<file path="src/rtl/riscv_pkg.sv">
// Shared RISC-V core constants used by fetch, decode and the PC logic.
package riscv_pkg;

  localparam int unsigned XLEN = 32;
  localparam int unsigned ILEN = 32;
  localparam logic [XLEN-1:0] RESET_PC = '0;

  // Byte distance between consecutive sequential instructions.
  localparam int unsigned PC_STEP = ILEN / 8;

endpackage

</file>
<file path="src/rtl/riscv_fifo.sv">
// Power-of-two synchronous FIFO with flush; head data is read combinationally.
module riscv_fifo #(
  parameter int unsigned WIDTH = 32,
  parameter int unsigned DEPTH = 4
) (
  input  logic                       clk,
  input  logic                       rst,
  input  logic                       push,
  input  logic                       pop,
  input  logic                       flush,
  input  logic [WIDTH-1:0]           wdata,
  output logic [WIDTH-1:0]           rdata,
  output logic                       full,
  output logic                       empty,
  output logic [$clog2(DEPTH):0]     count
);

  localparam int unsigned AW = $clog2(DEPTH);
  localparam logic [AW:0] FULL_CNT = (AW+1)'(DEPTH);

  logic [WIDTH-1:0] mem [DEPTH];
  logic [AW-1:0]    wr_ptr;
  logic [AW-1:0]    rd_ptr;
  logic             push_ok;
  logic             pop_ok;

  assign push_ok = push && !full;
  assign pop_ok  = pop && !empty;
  assign full    = (count == FULL_CNT);
  assign empty   = (count == '0);
  assign rdata   = mem[rd_ptr];

  // NOTE: storage has no reset; entries are only observable once count covers them.
  always_ff @(posedge clk) begin
    if (push_ok && !flush) mem[wr_ptr] <= wdata;
  end

  // NOTE: non-blocking assignments keep every register update on the same edge.
  always_ff @(posedge clk or negedge rst) begin
    if (!rst) begin
      wr_ptr <= '0;
      rd_ptr <= '0;
      count  <= '0;
    end else if (flush) begin
      wr_ptr <= '0;
      rd_ptr <= '0;
      count  <= '0;
    end else begin
      if (push_ok) wr_ptr <= wr_ptr + AW'(1);
      if (pop_ok)  rd_ptr <= rd_ptr + AW'(1);
      count <= count + (AW+1)'(push_ok) - (AW+1)'(pop_ok);
    end
  end

endmodule

</file>
<file path="src/rtl/riscv_if_fetch.sv">
// Instruction fetch stage: credit-limited in-order requests, PC tag tracking,
// redirect flush with stale-response discard, and a decode-facing queue.
module riscv_if_fetch #(
  parameter int unsigned     XLEN     = riscv_pkg::XLEN,
  parameter int unsigned     ILEN     = riscv_pkg::ILEN,
  parameter logic [XLEN-1:0] RESET_PC = XLEN'(riscv_pkg::RESET_PC),
  parameter int unsigned     QDEPTH   = 4
) (
  input  logic            clk,
  input  logic            rst,
  input  logic            bubble,
  input  logic            redirect,
  input  logic [XLEN-1:0] redirect_pc,
  output logic            imem_req_valid,
  input  logic            imem_req_ready,
  output logic [XLEN-1:0] imem_req_addr,
  input  logic            imem_rsp_valid,
  input  logic [ILEN-1:0] imem_rsp_data,
  output logic            out_valid,
  output logic [XLEN-1:0] out_pc,
  output logic [ILEN-1:0] out_instr
);

  localparam int unsigned     STEP       = ILEN / 8;
  localparam int unsigned     CW         = $clog2(QDEPTH) + 1;
  localparam logic [XLEN-1:0] STEP_W     = XLEN'(STEP);
  localparam logic [XLEN-1:0] ALIGN_MASK = ~XLEN'(STEP - 1);
  localparam logic [CW:0]     CREDITS    = (CW+1)'(QDEPTH);

  logic [XLEN-1:0]      fetch_pc;
  logic [CW-1:0]        outstanding;
  logic [CW-1:0]        discard;
  logic [CW:0]          credit_used;
  logic                 req_fire;
  logic                 rsp_take;
  logic                 rsp_keep;
  logic                 q_pop;
  logic [XLEN-1:0]      tag_pc;
  logic [XLEN+ILEN-1:0] q_head;
  logic                 q_full, q_empty, tag_full, tag_empty;
  logic [CW-1:0]        q_count, tag_count;

  // Discarded fetches still hold tag slots, so they count against the credit.
  assign credit_used    = {1'b0, q_count} + {1'b0, outstanding} + {1'b0, discard};
  assign imem_req_valid = rst && !redirect && (credit_used < CREDITS);
  assign imem_req_addr  = fetch_pc;
  assign req_fire       = imem_req_valid && imem_req_ready;
  assign rsp_take       = imem_rsp_valid && (outstanding != '0 || discard != '0);
  assign rsp_keep       = rsp_take && (discard == '0) && !redirect;
  assign q_pop          = !q_empty && !bubble && !redirect;

  always_ff @(posedge clk or negedge rst) begin
    if (!rst) begin
      fetch_pc    <= RESET_PC;
      outstanding <= '0;
      discard     <= '0;
    end else if (redirect) begin
      fetch_pc    <= redirect_pc & ALIGN_MASK;
      outstanding <= '0;
      discard     <= discard + outstanding + CW'(req_fire) - CW'(rsp_take);
    end else begin
      if (req_fire) fetch_pc <= fetch_pc + STEP_W;
      outstanding <= outstanding + CW'(req_fire) - CW'(rsp_take && discard == '0);
      discard     <= discard - CW'(rsp_take && discard != '0);
    end
  end

  riscv_fifo #(.WIDTH(XLEN), .DEPTH(QDEPTH)) u_tag_fifo (
    .clk   (clk),
    .rst   (rst),
    .push  (req_fire),
    .pop   (rsp_take),
    .flush (1'b0),
    .wdata (fetch_pc),
    .rdata (tag_pc),
    .full  (tag_full),
    .empty (tag_empty),
    .count (tag_count)
  );

  riscv_fifo #(.WIDTH(XLEN + ILEN), .DEPTH(QDEPTH)) u_instr_q (
    .clk   (clk),
    .rst   (rst),
    .push  (rsp_keep),
    .pop   (q_pop),
    .flush (redirect),
    .wdata ({tag_pc, imem_rsp_data}),
    .rdata (q_head),
    .full  (q_full),
    .empty (q_empty),
    .count (q_count)
  );

  assign out_valid = !q_empty;
  assign out_pc    = out_valid ? q_head[XLEN+ILEN-1:ILEN] : '0;
  assign out_instr = out_valid ? q_head[ILEN-1:0] : '0;

  a_rsp_protocol: assert property (@(posedge clk) disable iff (!rst)
    !(imem_rsp_valid && outstanding == '0 && discard == '0));
  a_tag_no_overflow: assert property (@(posedge clk) disable iff (!rst)
    !(req_fire && tag_full));
  a_q_no_overflow: assert property (@(posedge clk) disable iff (!rst)
    !(rsp_keep && q_full));
  a_tag_tracks: assert property (@(posedge clk) disable iff (!rst)
    (tag_count == outstanding + discard) && (tag_empty == (tag_count == '0)));

endmodule

</file>
<file path="config.mk">
export PLATFORM = sky130hd
export DESIGN_NAME = riscv_if_fetch
export DESIGN_NICKNAME = d
export VERILOG_FILES = /design/src/rtl/riscv_pkg.sv /design/src/rtl/riscv_fifo.sv /design/src/rtl/riscv_if_fetch.sv
export SDC_FILE = /design/constraint.sdc
export NUM_CORES = 1
export LEC_CHECK = 0
export CAP_MARGIN = 10
export CELL_PAD_IN_SITES_DETAIL_PLACEMENT = 0
export CELL_PAD_IN_SITES_GLOBAL_PLACEMENT = 1
export CORE_ASPECT_RATIO = 0.8
export CORE_UTILIZATION = 40
export DETAILED_ROUTE_END_ITERATION = 7
export PLACE_DENSITY = 0.76
export SETUP_SLACK_MARGIN = 0.1
export SKIP_CTS_REPAIR_TIMING = 1
export SLEW_MARGIN = 20
export SYNTH_ARGS = -nofsm -noshare
export SYNTH_HDL_FRONTEND = slang
export SYNTH_HIERARCHICAL = 1
export SYNTH_SLANG_ARGS = --single-unit
</file>
<file path="constraint.sdc">
create_clock -name clk -period 10.5 [get_ports clk]
set_input_delay 3.15 -clock clk [delete_from_list [all_inputs] [get_ports clk]]
set_output_delay 3.15 -clock clk [all_outputs]
set_load 0.01 [all_outputs]
</file>
# [Word-level counts from Yosys, hierarchy flattened]
# Memory sizes are Yosys's and may differ from the RTL's.
# Cells that the tools add are included.
[totals] reg_bits=52 ram_bits=384 in_bits=70 out_inout_bits=98 mem_count=2
[memory_table] memory="u_instr_q.mem" words=4 width=64 rd=1 rd_clocked_by_memory_dff=0 write_ports=1 line="riscv_fifo.sv:21" source="logic [WIDTH-1:0] mem [DEPTH];"
[memory_table] memory="u_tag_fifo.mem" words=4 width=32 rd=1 rd_clocked_by_memory_dff=0 write_ports=1 line="riscv_fifo.sv:21"
[op_classes] addsub=17 n_lt_le_gt_ge=1 n_eq_ne=2 n_mux=15 n_reduce_logical=29
[ops] op="$mux W32" count=4
[ops] op="$add A32 B3 Y32 const B" count=1
[ops] op="$sub A3 B1 Y3" count=5
[ops] op="$logic_and A1 B1 Y1" count=14
[ops] op="$add A3 B1 Y3" count=4
[ops] op="$logic_not A3 Y1" count=3
[ops] op="$mux W3" count=3
[ops] op="$add A2 B1 Y2 const B" count=4
[ops] op="$mux W2" count=4
[ops] op="$eq A3 B3 Y1 const B" count=2
[ops] op="$logic_not A1 Y1" count=6
[ops] op="$reduce_bool A2 Y1" count=3
[ops] op="$reduce_bool A3 Y1" count=2
[ops] op="$add A3 B3 Y4" count=1
[ops] op="$add A4 B3 Y4" count=1
[ops] op="$lt A4 B3 Y1 const B" count=1
[ops] op="$mux W1" count=4
[ops] op="$add A3 B3 Y3" count=1
[ops] op="$logic_or A1 B1 Y1" count=1

# [Longest topological paths before layout]
[depth] depth_word=9 mapped_depth=19

# [Modules after synthesis]
# The synthesis kept the hierarchy.
[by_module_without_submodules] mod="riscv_fifo at u_instr_q" n_inst=1 cells_per_inst=382 area_per_inst_um2=9678.0
[by_module_without_submodules] mod="riscv_fifo at u_tag_fifo" n_inst=1 cells_per_inst=216 area_per_inst_um2=5196.2
[by_module_without_submodules] mod="riscv_if_fetch" n_inst=1 cells_per_inst=342 area_per_inst_um2=2821.5

# [Worst setup path before layout]
# No wires, ideal clock.
[synth_path] kind="input-to-output" from="input redirect" to="output imem_req_valid" arrival_time_ps=3772 required_ps=7350 setup_slack_ps=3578 path_stages=2 path_buffers=1 cell_sequence="clkbuf_1 -> nor4bb_1"
[synth_via] elab_chain_cells=3
[synth_lines] element="from (decl)" line="riscv_if_fetch.sv:12" source="input logic redirect,"
[synth_lines] element="$logic_not A1 Y1" line="riscv_if_fetch.sv:45" source="assign imem_req_valid = rst && !redirect && (credit_used < CREDITS);"
[synth_lines] element="$logic_and A1 B1 Y1 (2 in series)" line="riscv_if_fetch.sv:45"
[synth_lines] element="to (decl)" line="riscv_if_fetch.sv:14" source="output logic imem_req_valid,"
# No other way between the ends.

# [Worst setup path after layout]
[layout_path] from="input rst" to="output imem_req_valid"
[layout_via] elab_chain_cells=2
[layout_lines] element="from (decl)" line="riscv_if_fetch.sv:10" source="input logic rst,"
[layout_lines] element="$logic_and A1 B1 Y1 (2 in series)" line="riscv_if_fetch.sv:45"
# No other way between the ends.

==> results.py <==
metrics = {
    "layout": {
        "multi_input_area_mm2": 0.00458,
        "final_common_cell": "edfxtp_1",
        "syn_to_final_growth_pct": 20.7,
        "final-seq-area_mm2": 0.0128,
        "drive_above_1_share_pct": 14.1,
        "final_net_count": 1225,
        "num-fill-cells": 3563,
        "final_cell_mix": "edfxtp_1 (384), clkdlybuf4s50_1 (161), nor2b_1 (77), mux4_2 (70)",
        "diodes": 0,
    },
    "clocking": {
        "cts_tree": "yes",
        "clock_latency_ps": 550,
        "cts_root_buf": "clkbuf_16",
        "cts.sinks": 434,
        "h-tree-depth": 2,
        "cts_buffer_depth": 3,
        "cts_inserted_buffers": 44,
        "clkSlewWorstSetupHoldPaths_ps": 60,
    },
    "placed_design": {
        "post-dp-hpwl_mm": 20.9,
        "pre_cts_ws_ps": 2520,
        "portBuffers": 163,
        "gp_congestion": 0.769,
    },
    "timing": {
        "tightest_slew_ps": 1110,
        "setup_viol": 0,
        "fmax_mhz": 126,
        "clock_skew_ps": 17.3,
        "maxSlewViolCount": 0,
        "setup_tns_ps": 0,
        "hold_violations": 0,
        "period_minus_slack_ps": 7970,
        "rsz0062_at_grt": "no",
        "relSlewSlack_pct": 26.3,
        "setup_ws_ps": 2530,
        "final.period_utilization_pct": 75.9,
    },
    "routing": {
        "wl_mm": 35.8,
        "viasPerCell": 5.25,
        "vias": 9026,
        "drc": 0,
        "ant_nets": 0,
        "firstDrtPassIters": 5,
        "first_iter_violations": 596,
        "wire_per_inst_um": 20.8,
    },
    "setup_path": {
        "worstSetupEndpointType": "output pin",
        "path_max_fanout": 52,
        "arrival_ps": 4820,
        "slowest_delay_ps": 610,
        "critical-path-top-delay-family": "buffers and inverters",
        "cp-start-kind": "primary input",
        "crit_slowest_cell": "clkdlybuf4s50_1",
        "crit_chain": "buf_2, buf_4, nor4bb_1, clkdlybuf4s50_1",
        "cp_data_required_time_ps": 7350,
        "worst-path-buf-inv": 3,
        "worst-setup-path-type": "primary input to output pin",
    },
    "power": {
        "p_leak_nw": 6.98,
        "power.density_mw_per_mm2": 186,
        "max-vdd-ir-drop_v": 0.000132,
    },
    "grt": {
        "grtUsageTotal_pct": 16.2,
        "grt_pass1_vias": 9284,
        "antenna_found_initial": 0,
        "grt_pass1_wl_mm": 55.4,
        "overflow": 0,
        "grt_start_max_net_pins": 70,
    },
    "yosys": {
        "ys_ff_latch": 434,
        "synth.distinct_cells": 55,
        "synth.area.mux_share_pct": 12.9,
        "synth_compound_area_share_pct": 2.63,
        "async_flop_share_pct": 11.5,
        "synth-simple-area-share_pct": 7.01,
        "syn-cell-area_mm2": 0.0177,
        "ys_warn_count": 6,
        "ys.flop_type": "edfxtp_1",
        "synth_top_family_by_area": "multiplexers",
        "synth-edff-count": 384,
        "synthAdderAreaFrac_pct": 2.39,
        "synth_xor_xnor_area_share_pct": 0.594,
        "ys_seq_area_share_pct": 72.2,
        "post_synth.cell_area_avg_um2": 18.8,
        "syn_inst": 940,
    },
    "flow_run": {
        "drv_cap": 0,
    },
    "floorplan": {
        "ios": 168,
        "die_w_um": 237,
        "initial_core_util_pct": 40.8,
        "dieArea_mm2": 0.0451,
        "row_count": 68,
        "fp.dieH_um": 190,
        "coreArea_mm2": 0.0434,
    },
    "outcome": {
        "status": "finished clean",
    },
    "min_path": {
        "hold_class": "flip-flop to flip-flop",
    },
}
tightest hold or removal path, delay by kind of cell (launching register included):
family | cells | cell delay (ps)
muxes | 1 | 60
and+or+nand+nor | 1 | 80
DFF | 1 | 410
layer usage:
| metal | track usage (%) | wire, µm | part of all wire (%) |
|---|---|---|---|
| met5 | 0 | 0 | 0 |
| met4 | 4.17 | 692 | 1.9 |
| met3 | 2.64 | 1790 | 5.0 |
| met2 | 25.8 | 16700 | 47 |
| met1 | 23.2 | 16600 | 46 |
kinds of logic after synthesis:
family | Yosys count
DFF | 434
and+or+nand+nor | 217
muxes | 99
buffers and inverters | 78
AOI/OAI and AO/OA | 70
adders and majority gates | 29
xor gates and xnor gates | 12
other | 1
sequential cells by signal, indices dropped and copies added, names as in the netlist:
signal and flops:
discard 3, u_tag_fifo/mem 128, outstanding 3, u_tag_fifo/wr_ptr 2, u_instr_q/mem 256, imem_req_addr 30
u_instr_q/rd_ptr 2, u_tag_fifo/count 3, u_instr_q/count 3, u_tag_fifo/rd_ptr 2, u_instr_q/wr_ptr 2
per-stage QoR:
| stage | hold slack [ps] | instances | utilization [%] | power, mW | area (µm²) |
|---|---|---|---|---|---|
| 2_1_floorplan | 521 | 950 | - | 2.32 | 17700 |
| 3_3_place_gp | 577 | 1639 | 45.9 | 2.45 | 19900 |
| 3_5_place_dp | 586 | 1639 | 45.9 | 2.46 | 19900 |
| 4_1_cts | 598 | 1719 | 49.2 | 4.02 | 21300 |
| 5_1_grt | 626 | 1720 | 49.2 | 4.12 | 21400 |
| 6_report | 594 | 1720 | 49.2 | 3.97 | 21400 |
power breakdown:
part	internal [mW]	switching, mW	leakage, nW
clock	0.912	0.635	0.705
sequential	1.97	0.0984	4.09
combinational	0.189	0.167	2.19
total	3.07	0.900	6.98
synthesized netlist by cell type, drive strengths merged, types with 2 or more instances:
library cell	number	share of area, %
edfxtp	384	65
nor3b	2	0.11
o21ai	24	0.68
a21o	3	0.13
or3	6	0.21
or2	2	0.071
o31ai	2	0.085
nand3b	8	0.34
nand2b	4	0.14
nand2	40	0.85
xnor2	6	0.30
nor2	20	0.42
o311ai	10	0.49
buf	24	1.0
a221o	4	0.23
fa	8	0.91
inv	34	0.72
nand4	9	0.35
and3	2	0.071
clkbuf	20	0.42
mux4	96	13
nor2b	77	2.7
and2	11	0.39
a21oi	11	0.31
mux2i	3	0.17
o211ai	10	0.42
ha	21	1.5
nand3	16	0.52
xor2	6	0.30
nor4	2	0.11
nor3	13	0.37
dfrtp	50	7.1
worst paths after layout:
kind,start,endpoint,slack [ps],cells after the start
max reg2reg,u_instr_q/count[1],u_tag_fifo/mem[0][31],5580,11
min reg2reg,u_instr_q/wr_ptr[1],u_instr_q/wr_ptr[1],590,2
min,u_instr_q/wr_ptr[1],u_instr_q/wr_ptr[1],590,2
min in group asynchronous,rst,imem_req_addr[26],2720,2
max,rst,imem_req_valid,2530,4
max in group asynchronous,rst,u_instr_q/rd_ptr[0],7240,2
layout make-up:
cell class,instances,area share [%]
Sequential cell,434,59.9
Timing Repair Buffer,174,8.04
Clock inverter,27,1.15
Inverter,34,0.597
Tap cell,560,3.28
Clock buffer,53,5.61
Multi-Input combinational cell,438,21.4
(Power assumes the default switching activity.)
